`src/rtl/master_cmd_queue.sv`:
```
// Command FIFO in front of the bus master: issues one command at a time, tracks M_BSY, returns read data.
// Optional build macro HOLD_BURST_EN drives M_HOLD across back-to-back commands; otherwise M_HOLD is 0.
module master_cmd_queue #(
    parameter int DEPTH       = 4,
    parameter int BSY_TIMEOUT = 16,
    parameter int CNT_W       = 3
) (
    input  logic             CLK,
    input  logic             RST,
    input  logic             H_VALID,
    output logic             H_READY,
    input  logic [15:0]      H_ADDR,
    input  logic [7:0]       H_DIN,
    input  logic             H_RW,
    output logic [15:0]      M_ADDR,
    output logic [7:0]       M_DIN,
    output logic             M_RW,
    output logic             M_EXECUTE,
    output logic             M_HOLD,
    input  logic             M_BSY,
    input  logic             M_DVALID,
    input  logic [7:0]       M_DOUT,
    output logic             R_VALID,
    input  logic             R_READY,
    output logic [7:0]       R_DATA,
    output logic [15:0]      R_ADDR,
    output logic [CNT_W-1:0] Q_COUNT,
    output logic             Q_EMPTY,
    output logic             ERR_TIMEOUT,
    input  logic             ERR_CLR
);
    localparam int PTR_W = $clog2(DEPTH);
    localparam int TMO_W = (BSY_TIMEOUT > 2) ? $clog2(BSY_TIMEOUT) : 1;

    typedef struct packed {
        logic [15:0] addr;
        logic [7:0]  din;
        logic        rw;
    } cmd_t;

    typedef enum logic [1:0] {IDLE, EXEC, WAIT_BSY, WAIT_DONE} state_t;

    cmd_t             mem [DEPTH];
    cmd_t             head;
    logic [PTR_W-1:0] wr_ptr, rd_ptr;
    logic [CNT_W-1:0] count;
    logic [TMO_W-1:0] tmo_cnt;
    state_t           state;
    logic             full, push, pop;

    assign full    = (count == CNT_W'(DEPTH));
    assign H_READY = !full;
    assign Q_EMPTY = (count == '0);
    assign Q_COUNT = count;
    assign head    = mem[rd_ptr];
    assign push    = H_VALID && !full;
    // Reads wait for the response slot; writes may pass a pending response but never reorder.
    assign pop     = (state == IDLE) && !Q_EMPTY && (head.rw || !R_VALID);

`ifdef HOLD_BURST_EN
    assign M_HOLD = (state != IDLE) && (count != '0);
`else
    assign M_HOLD = 1'b0;
`endif

    // NOTE: storage array has no reset; validity is tracked by the pointers and count alone.
    always_ff @(posedge CLK) begin
        if (push)
            mem[wr_ptr] <= '{addr: H_ADDR, din: H_DIN, rw: H_RW};
    end

    always_ff @(posedge CLK) begin
        if (RST) begin
            wr_ptr <= '0;
            rd_ptr <= '0;
            count  <= '0;
        end else begin
            if (push)
                wr_ptr <= wr_ptr + 1'b1;
            if (pop)
                rd_ptr <= rd_ptr + 1'b1;
            count <= count + CNT_W'(push) - CNT_W'(pop);
        end
    end

    // NOTE: non-blocking assignments only, so later statements here override earlier ones on the same edge.
    always_ff @(posedge CLK) begin
        if (RST) begin
            state       <= IDLE;
            M_ADDR      <= '0;
            M_DIN       <= '0;
            M_RW        <= 1'b0;
            M_EXECUTE   <= 1'b0;
            R_VALID     <= 1'b0;
            R_DATA      <= '0;
            R_ADDR      <= '0;
            ERR_TIMEOUT <= 1'b0;
            tmo_cnt     <= '0;
        end else begin
            if (R_VALID && R_READY)
                R_VALID <= 1'b0;
            if (ERR_CLR)
                ERR_TIMEOUT <= 1'b0;
            case (state)
                IDLE: begin
                    if (pop) begin
                        M_ADDR    <= head.addr;
                        M_DIN     <= head.din;
                        M_RW      <= head.rw;
                        M_EXECUTE <= 1'b1;
                        state     <= EXEC;
                        if (!head.rw)
                            R_DATA <= '0;
                    end
                end
                EXEC: begin
                    M_EXECUTE <= 1'b0;
                    tmo_cnt   <= '0;
                    state     <= WAIT_BSY;
                end
                WAIT_BSY: begin
                    if (M_BSY)
                        state <= WAIT_DONE;
                    else if (tmo_cnt == TMO_W'(BSY_TIMEOUT - 1)) begin
                        ERR_TIMEOUT <= 1'b1;
                        state       <= IDLE;
                    end else
                        tmo_cnt <= tmo_cnt + 1'b1;
                end
                WAIT_DONE: begin
                    if (M_DVALID && !M_RW)
                        R_DATA <= M_DOUT;
                    if (!M_BSY) begin
                        state <= IDLE;
                        if (!M_RW) begin
                            R_VALID <= 1'b1;
                            R_ADDR  <= M_ADDR;
                        end
                    end
                end
                default: state <= IDLE;
            endcase
        end
    end
endmodule

```
`config.mk`:
```
export PLATFORM = sky130hd
export DESIGN_NAME = master_cmd_queue
export DESIGN_NICKNAME = d
export VERILOG_FILES = /design/src/rtl/master_cmd_queue.sv
export SDC_FILE = /design/constraint.sdc
export NUM_CORES = 1
export LEC_CHECK = 0
export CORE_MARGIN = 3
export CORE_UTILIZATION = 45
export DETAILED_ROUTE_END_ITERATION = 12
export PLACE_DENSITY_LB_ADDON = 0.1
export REMOVE_ABC_BUFFERS = 1
export SLEW_MARGIN = 40
export SYNTH_ARGS = -nofsm -noshare
export SYNTH_HDL_FRONTEND = slang
export SYNTH_SLANG_ARGS = --single-unit
```
`constraint.sdc`:
```
create_clock -name CLK -period 3.75 [get_ports CLK]
set_input_delay 0.375 -clock CLK [delete_from_list [all_inputs] [get_ports CLK]]
set_output_delay 0.375 -clock CLK [all_outputs]
set_load 0.02 [all_outputs]
```
# [After elaboration in Yosys (flattened, before gate mapping)]
# Memories as Yosys holds them, arrays and structs flattened. A register that Yosys moved wholly into a read port is not among the register bits.
# Index checks and enable logic that the tools add are counted.
[classes] bitwise_logic=2 n_eq_ne=12 muxes=26 n_addsub=5 reduce_logical=21
[op_table] op="$mux W8" n=3
[op_table] op="$pmux W8 S2" n=1
[op_table] op="$mux W2" n=6
[op_table] op="$ne A2 B2 Y1 const B" n=6
[op_table] op="$mux W1" n=11
[op_table] op="$reduce_and A3 Y1" n=3
[op_table] op="$mux W4" n=2
[op_table] op="$pmux W2 S4" n=1
[op_table] op="$pmux W4 S2" n=1
[op_table] op="$reduce_bool A2 Y1" n=3
[op_table] op="$logic_and A1 B1 Y1" n=5
[op_table] op="$add A2 B1 Y2 const B" n=2
[op_table] op="$add A4 B1 Y4 const B" n=1
[op_table] op="$eq A2 B2 Y1 const B" n=2
[op_table] op="$eq A4 B4 Y1 const B" n=1
[op_table] op="$logic_not A1 Y1" n=4
[op_table] op="$reduce_and A2 Y1" n=2
[op_table] op="$reduce_and A4 Y1" n=1
[op_table] op="$add A3 B1 Y3" n=1
[op_table] op="$eq A3 B3 Y1 const B" n=1
[op_table] op="$logic_not A3 Y1" n=1
[op_table] op="$ne A3 B3 Y1 const B" n=1
[op_table] op="$sub A3 B1 Y3" n=1
[op_table] op="$eq A2 B1 Y1 const B" n=1
[op_table] op="other kinds (4)" n=5
[word_totals] n_memories=1 in_bits=40 regBits=65 ram_bits=100
[mem_list] memory="mem" words=4 word_bits=25 read_ports=1 rd_ports_with_merged_regs=1 write_ports=1 line_no="43" rtl="cmd_t mem [DEPTH];"

# [Longest topological paths before layout]
# Gate-level depths: netlist (run 1).
[depth] word_depth=6 mapped_depth=13 ltp_nobuf=11

# [Least setup slack after synthesis (run 1)]
# OpenSTA, ideal clock, no wires.
[synth_timing] path_kind="register to register" from="register (tool-made name)" to="register count[2], in the netlist Q_COUNT[2]" path_slack_ns=1.008 t_required_ns=3.622 arrival_time_ns=2.614 stages_incl_launch_ff=14 setup_time_ns=0.128 path_cell_list="dfxtp_1 > buf_2 > mux2_4 > or3b_1 > buf_2 > nand2_1 > inv_2 > ha_1 > inv_1 > ha_1 > fa_1 > xnor2_1 > xnor2_1 > nor2_1"
[synth_rtl] item="end signal, assigned" line_no="82" rtl="count <= count + CNT_W'(push) - CNT_W'(pop);"
[synth_rtl] item="end, declared" line_no="46" rtl="logic [CNT_W-1:0] count;"

==> results.json, run 1 <==
{
  "outcome": "complete, no violations",
  "syn_avg_cell_area_um2": 13.90,
  "maxCapViolations": 0,
  "grt_pass1_vias": 4025,
  "vias_per_cell": 5.360,
  "leakagePower_nw": 2.670,
  "ys_async_sr_fraction_pct": 0,
  "start_util_pct": 46.96,
  "path_clk_slew_ns": 0.07,
  "fill_cells": 1085,
  "htreeDepth": 4,
  "die_area_mm2": 0.01561,
  "synth_top_cell_area_share_pct": 47.16,
  "grt_max_degree": 47,
  "p_per_area_mw_per_mm2": 710.5,
  "num_antenna_cells": 0,
  "numCtsBuffers": 17,
  "cts_root_buf": "clkbuf_16",
  "portBuffers": 96,
  "post_cts_buffers": 0,
  "reg2reg_slack_ns": 0.77,
  "synthFlopType": "edfxtp_1",
  "max_freq_mhz": 335.1,
  "setup_viol": 0,
  "cp.required_ns": 4.04,
  "tightestPinTransition_ns": 0.5567,
  "die_h_um": 125.0,
  "clock_sinks": 167,
  "hold_viol_final": 0,
  "worstSetupPathType": "register to register",
  "finalWirelength_um": 13640,
  "die_width_um": 125.0,
  "stdcell_count": 745,
  "clockBufferDepth": 2,
  "seqCellArea_mm2": 0.004345,
  "rr_worst_depth": 11,
  "finalClockSkew_ns": 0.01078,
  "multi_input_area_mm2": 0.001868,
  "io_pins": 98,
  "finalPower_mw": 5.737,
  "worst-path-max-fanout": 11,
  "use_met1_pct": 23.22,
  "place.gp.congestion": 0.7316,
  "worstPathArrival_ns": 3.27,
  "yosysWarnings": 0,
  "endpoint": "Q_COUNT[2]$_SDFF_PP0_",
  "grt_most_used_layer": "met2",
  "hold-worst-slack_ns": 0.4134,
  "synth_top_area_cell": "edfxtp_1",
  "nets": 604,
  "first_iter_violations": 235,
  "synthTopCellsByArea": "edfxtp_1 47%, dfxtp_1 21%, mux4_2 8.8%",
  "core_mm2": 0.01356,
  "grt.met3_usage_pct": 4.947,
  "synth_seq_cells": 167,
  "synthCells": 458,
  "cts_resized": 0,
  "clk_latency_ns": 0.42,
  "hold_path.class": "input port to register",
  "grt.overflow.total": 0,
  "post-place-cells": 713,
  "drive_above_1_share_pct": 13.88,
  "drv_slew": 0,
  "holdBufCountCts": 0,
  "synth.distinct_cells": 44,
  "drcViolationCount": 0,
  "tns_ns": 0,
  "syn_area_mm2": 0.006367,
  "final_util_pct": 59.56,
  "firstDrtPassIters": 5,
  "slew_headroom_pct": 62.89,
  "yosysSeqAreaShare_pct": 68.23,
  "rsz0062_at_grt": "false",
  "rr_endpoint": "Q_COUNT[2]$_SDFF_PP0_",
  "area_growth_pct": 26.82,
  "dp_hpwl_um": 8175,
  "min_period_ns": 2.984,
  "rows": 42,
  "finalCritPeriodShare_pct": 79.57,
  "grt_pass1_wl_um": 21800,
  "antenna_found_initial": 0,
  "track_usage_pct": 17.90,
  "cp-start-kind": "register",
  "synth-edff-count": 100,
  "ir_worst_vdd_v": 0.0003919,
  "antenna_left": 0,
  "routedWlPerCell_um": 18.30,
  "crit_path_end_kind": "register",
  "use_met2_pct": 30.09,
  "via_count": 3993,
  "cts_tree": "done"
}
-- critical path, cell delays in order, from the launching register on --
cell     delay, ns
dfxtp_1       0.67
mux2_4        0.37
or3b_1        0.40
nand2_1       0.14
inv_2         0.05
ha_1          0.26
inv_1         0.04
ha_1          0.18
fa_1          0.37
xnor2_1       0.18
xnor2_1       0.14
nor2_1        0.06
-- cells in the mapped netlist (3+ instances only) --
library cell / count
inv_1: 8
mux4_2: 25
o21ai_0: 34
ha_1: 7
nor2_1: 7
nand2_1: 40
xnor2_1: 3
nand3_1: 37
buf_2: 9
edfxtp_1: 100
a21oi_1: 50
dfxtp_1: 67
nor3_1: 4
clkbuf_1: 16
nand2b_1: 12
and3_1: 5
-- routing by layer --
layer	up-vias	routed length (µm)
met5	-	0
met4	0	97
met3	7	749
met2	112	6788
met1	1975	6001
li1	1899	-
-- stage by stage --
stage / setup WS, ns / area, µm²
2_1_floorplan: 0.3282 / 6232
3_3_place_gp: 0.8212 / 7496
3_5_place_dp: 0.7232 / 7516
4_1_cts: 0.7062 / 8071
5_1_grt: 0.5998 / 8075
6_report: 0.7662 / 8075
-- registers in the layout (all words and copies together) (netlist names), 2 cells and up, named ones only --
| signal | cells |
|---|---|
| state | 2 |
| R_ADDR | 16 |
| rd_ptr | 2 |
| M_ADDR | 16 |
| tmo_cnt | 4 |
| mem | 100 |
| Q_COUNT | 3 |
| wr_ptr | 2 |
| M_DIN | 8 |
| R_DATA | 8 |
-- cells in the final DEF, fill, tap and decap left out, types with 3 or more instances in the layout --
| cell | n |
|---|---|
| edfxtp_1 | 100 |
| clkdlybuf4s50_1 | 95 |
| dfxtp_1 | 66 |
| a21oi_1 | 50 |
| nand2_1 | 40 |
| nand3_1 | 37 |
| o21ai_0 | 34 |
| mux4_2 | 25 |
| clkbuf_16 | 17 |
| nand2b_1 | 12 |
| buf_4 | 12 |
| inv_1 | 8 |
| nor2_1 | 7 |
| ha_1 | 7 |
| and3_1 | 5 |
| clkinv_2 | 4 |
| nor3_1 | 3 |
| xnor2_1 | 3 |
| inv_6 | 3 |
-- worst min path at each step --
stage | slack [ns] | endpoint | startpoint | cells after the start
final | 0.41 | wr_ptr[0]$_SDFFE_PP0P_ | RST | 2
after global routing | 0.42 | wr_ptr[0]$_SDFFE_PP0P_ | RST | 2
after CTS | 0.46 | R_ADDR[1]$_SDFFE_PP0P_ | R_ADDR[1]$_SDFFE_PP0P_ | 2
after detailed placement | 0.45 | R_ADDR[1]$_SDFFE_PP0P_ | R_ADDR[1]$_SDFFE_PP0P_ | 2
after global placement | 0.44 | R_ADDR[5]$_SDFFE_PP0P_ | R_ADDR[5]$_SDFFE_PP0P_ | 2
after floorplan | 0.44 | ERR_TIMEOUT$_SDFF_PP0_ | RST | 1
-- cells by family after synthesis --
kind of cell,count (synthesis),synth area share [%]
AO/OA/AOI/OAI,92,7.939
XOR/XNOR,5,0.6879
adder cells (fa/ha/maj),8,1.690
buffers and inverters,38,2.653
flip-flops,167,68.23
multiplexers,27,9.236
other,1,0.05889
AND/OR/NAND/NOR,120,9.511
-- report_power, final --
part           internal [mW]  total, mW  leakage, nW  switching [mW]
clock                  0.925       1.65        0.272           0.723
combinational          0.763       1.66        0.936           0.902
sequential              2.24       2.42         1.46           0.183
total                   3.93       5.74         2.67            1.81
-- layout make-up --
class	instances	share of cell area (%)
Timing Repair Buffer	108	13.03
Clock inverter	13	1.518
Inverter	9	0.4183
Clock buffer	19	5.361
Sequential cell	167	53.81
Multi-Input combinational cell	253	23.13
Tap cell	176	2.727
Note: power is estimated with default switching activity, not from simulation.
==> run 2, diff against run 1 <==
clock period = 2.84 ns   (was 3.75 ns; I/O delays follow)
==> run 2 against run 1 <==
Sequential cell count unchanged. Register-to-register slack got worse by 0.59 ns. Routed wire length shrank 0.25%. Core utilization increased by 0.12 points. First-iteration DRC count increased by 0.43%. Hold slack worse by 0.12 ns. Critical path depth did not move. Count of clock-buffer cells in the layout increased by 2.
==> results.json, run 2 (synthesis gave the netlist of run 1 again) <==
{
  "outcome": "complete, no violations",
  "clock_sinks": 167,
  "clockBufferDepth": 2,
  "nets": 606,
  "post-place-cells": 715,
  "firstDrtPassIters": 6,
  "grt_pass1_wl_um": 21500,
  "rr_worst_depth": 11,
  "dp_hpwl_um": 8131,
  "layout_common_cells": "100 x edfxtp_1, 95 x clkdlybuf4s50_1, 66 x dfxtp_1",
  "maxCapViolations": 0,
  "drv_slew": 0,
  "die_width_um": 125.0,
  "numCtsBuffers": 17,
  "tns_ns": 0,
  "start_util_pct": 46.96,
  "drcViolationCount": 0,
  "post_cts_buffers": 0,
  "cts_root_buf": "clkbuf_16",
  "top_register": "mem",
  "place.gp.congestion": 0.7596,
  "setup_viol": 0,
  "rows": 42,
  "grt.overflow.total": 0,
  "holdBufCountCts": 0,
  "crit_path_end_kind": "register",
  "final_util_pct": 59.68,
  "reg_top3": "mem (100), M_ADDR (16), R_ADDR (16)",
  "min_period_ns": 2.668,
  "io_pins": 98,
  "grt_pass1_vias": 4028,
  "p_seq_share_pct": 42.2,
  "cpPeakStageDelay_ns": 0.40,
  "hold_viol_final": 0,
  "pwr-share-comb_pct": 29.6,
  "ir_worst_vdd_v": 0.0005856,
  "setup_slack_ns": 0.1722,
  "clkPwrFrac_pct": 28.2,
  "rsz0062_at_grt": "false",
  "hold-worst-slack_ns": 0.2904,
  "finalWirelength_um": 13600,
  "whs_path_depth": 2,
  "largest_reg_flops": 100,
  "core_mm2": 0.01356,
  "cts_resized": 0,
  "htreeDepth": 4,
  "area_growth_pct": 27.08,
  "slew_headroom_pct": 60.54,
  "clk_latency_ns": 0.42,
  "min-delay-start": "RST",
  "intPower_mw": 5.220,
  "switching_share_pct": 30.90,
  "portBuffers": 96,
  "worstPathArrival_ns": 2.96,
  "cp-start-kind": "register",
  "via_count": 4058,
  "fill_cells": 1101,
  "stdcell_count": 748,
  "path_clk_slew_ns": 0.07,
  "grt_max_degree": 47,
  "cts_tree": "done",
  "rr_endpoint": "Q_COUNT[2]$_SDFF_PP0_",
  "antenna_found_initial": 0,
  "track_usage_pct": 17.75,
  "worstHoldEndpoint": "tmo_cnt[0]$_SDFFE_PP0P_",
  "p_per_area_mw_per_mm2": 933.6,
  "power_switching_mw": 2.334,
  "mostFrequentLayoutCell": "edfxtp_1",
  "reg2reg_slack_ns": 0.17,
  "drive_above_1_share_pct": 13.49,
  "max_freq_mhz": 374.8,
  "worstSetupPathType": "register to register",
  "leakagePower_nw": 2.677,
  "die_h_um": 125.0,
  "detailedPlace.worstSlack_ns": 0.1833,
  "cp.required_ns": 3.13,
  "cp_cell_sequence": "mux2_4 -> or3b_1 -> nand2_1 -> inv_2 -> ha_1 -> inv_1 -> ha_1 -> fa_1 -> xnor2_1 -> xnor2_1 -> nor2_1",
  "first_iter_violations": 236,
  "hold_path.class": "input port to register",
  "tightestPinTransition_ns": 0.5907,
  "die_area_mm2": 0.01561,
  "vias_per_cell": 5.425,
  "finalClockSkew_ns": 0.009919,
  "worst-path-max-fanout": 3,
  "antenna_left": 0,
  "finalCritPeriodShare_pct": 93.94,
  "routedWlPerCell_um": 18.18,
  "slowest_stage": "or3b_1"
}
run 2: changes by cell type in the layout (fill, tap and decap cells not counted), sizes merged:
cell	previous run	this run
clkbuf	19	21
buf	13	15
clkinv	5	7
inv	14	11
clkinvlp	2	1
diode	0	1
run 2: power by group through the flow:
stage | clock network [mW] | registers [mW] | logic [mW]
after CTS | 2.18 | 3.19 | 2.27
after floorplan | 0 | 3.50 | 1.06
after global routing | 2.26 | 3.24 | 2.44
final | 2.13 | 3.19 | 2.23
after global placement | 0 | 3.22 | 2.25
after detailed placement | 0 | 3.24 | 2.27
run 2: metrics by stage:
stage | power [mW] | cell area (µm²)
after CTS | 7.645 | 8089
after global routing | 7.944 | 8089
after floorplan | 4.562 | 6232
final | 7.554 | 8092
after global placement | 5.465 | 7538
after detailed placement | 5.510 | 7540
run 2: per-layer routing:
metal	global-route usage, %	vias to the layer above	share of wire (%)
met1	22.03	2025	42
li1	-	1907	-
met4	4.719	0	0.76
met5	0	-	0
met3	4.819	7	6.2
met2	30.95	119	51
run 2: worst max-delay path, delay by kind of cell, from the launching register on:
kind                       cells  cell delay, ns
muxes                          1            0.33
and+or+nand+nor                3            0.59
xor gates and xnor gates       2            0.32
adders and majority gates      3            0.81
buffers and inverters          2            0.09
DFF                            1            0.39
run 2: how the worst max path moves through the flow:
stage          startpoint               endpoint  cells past startpoint
2_1_floorplan    register  Q_COUNT[2]$_SDFF_PP0_                     11
3_3_place_gp     register  Q_COUNT[2]$_SDFF_PP0_                     11
3_5_place_dp     register  Q_COUNT[2]$_SDFF_PP0_                     11
4_1_cts          register  Q_COUNT[2]$_SDFF_PP0_                     11
5_1_grt          register  Q_COUNT[2]$_SDFF_PP0_                     11
6_report         register  Q_COUNT[2]$_SDFF_PP0_                     11
run 2: area by class of cell:
| class | instances | area (µm²) | share of cell area, % |
|---|---|---|---|
| diodes | 1 | 2.502 | 0.03093 |
| clock buffers | 21 | 450.4 | 5.567 |
| clock inverters | 11 | 98.84 | 1.222 |
| inverters | 9 | 33.78 | 0.4175 |
| multi-input cells | 253 | 1867 | 23.07 |
| flip-flops and latches | 167 | 4345 | 53.70 |
| well taps | 176 | 220.2 | 2.722 |
| repair buffers | 110 | 1074 | 13.27 |
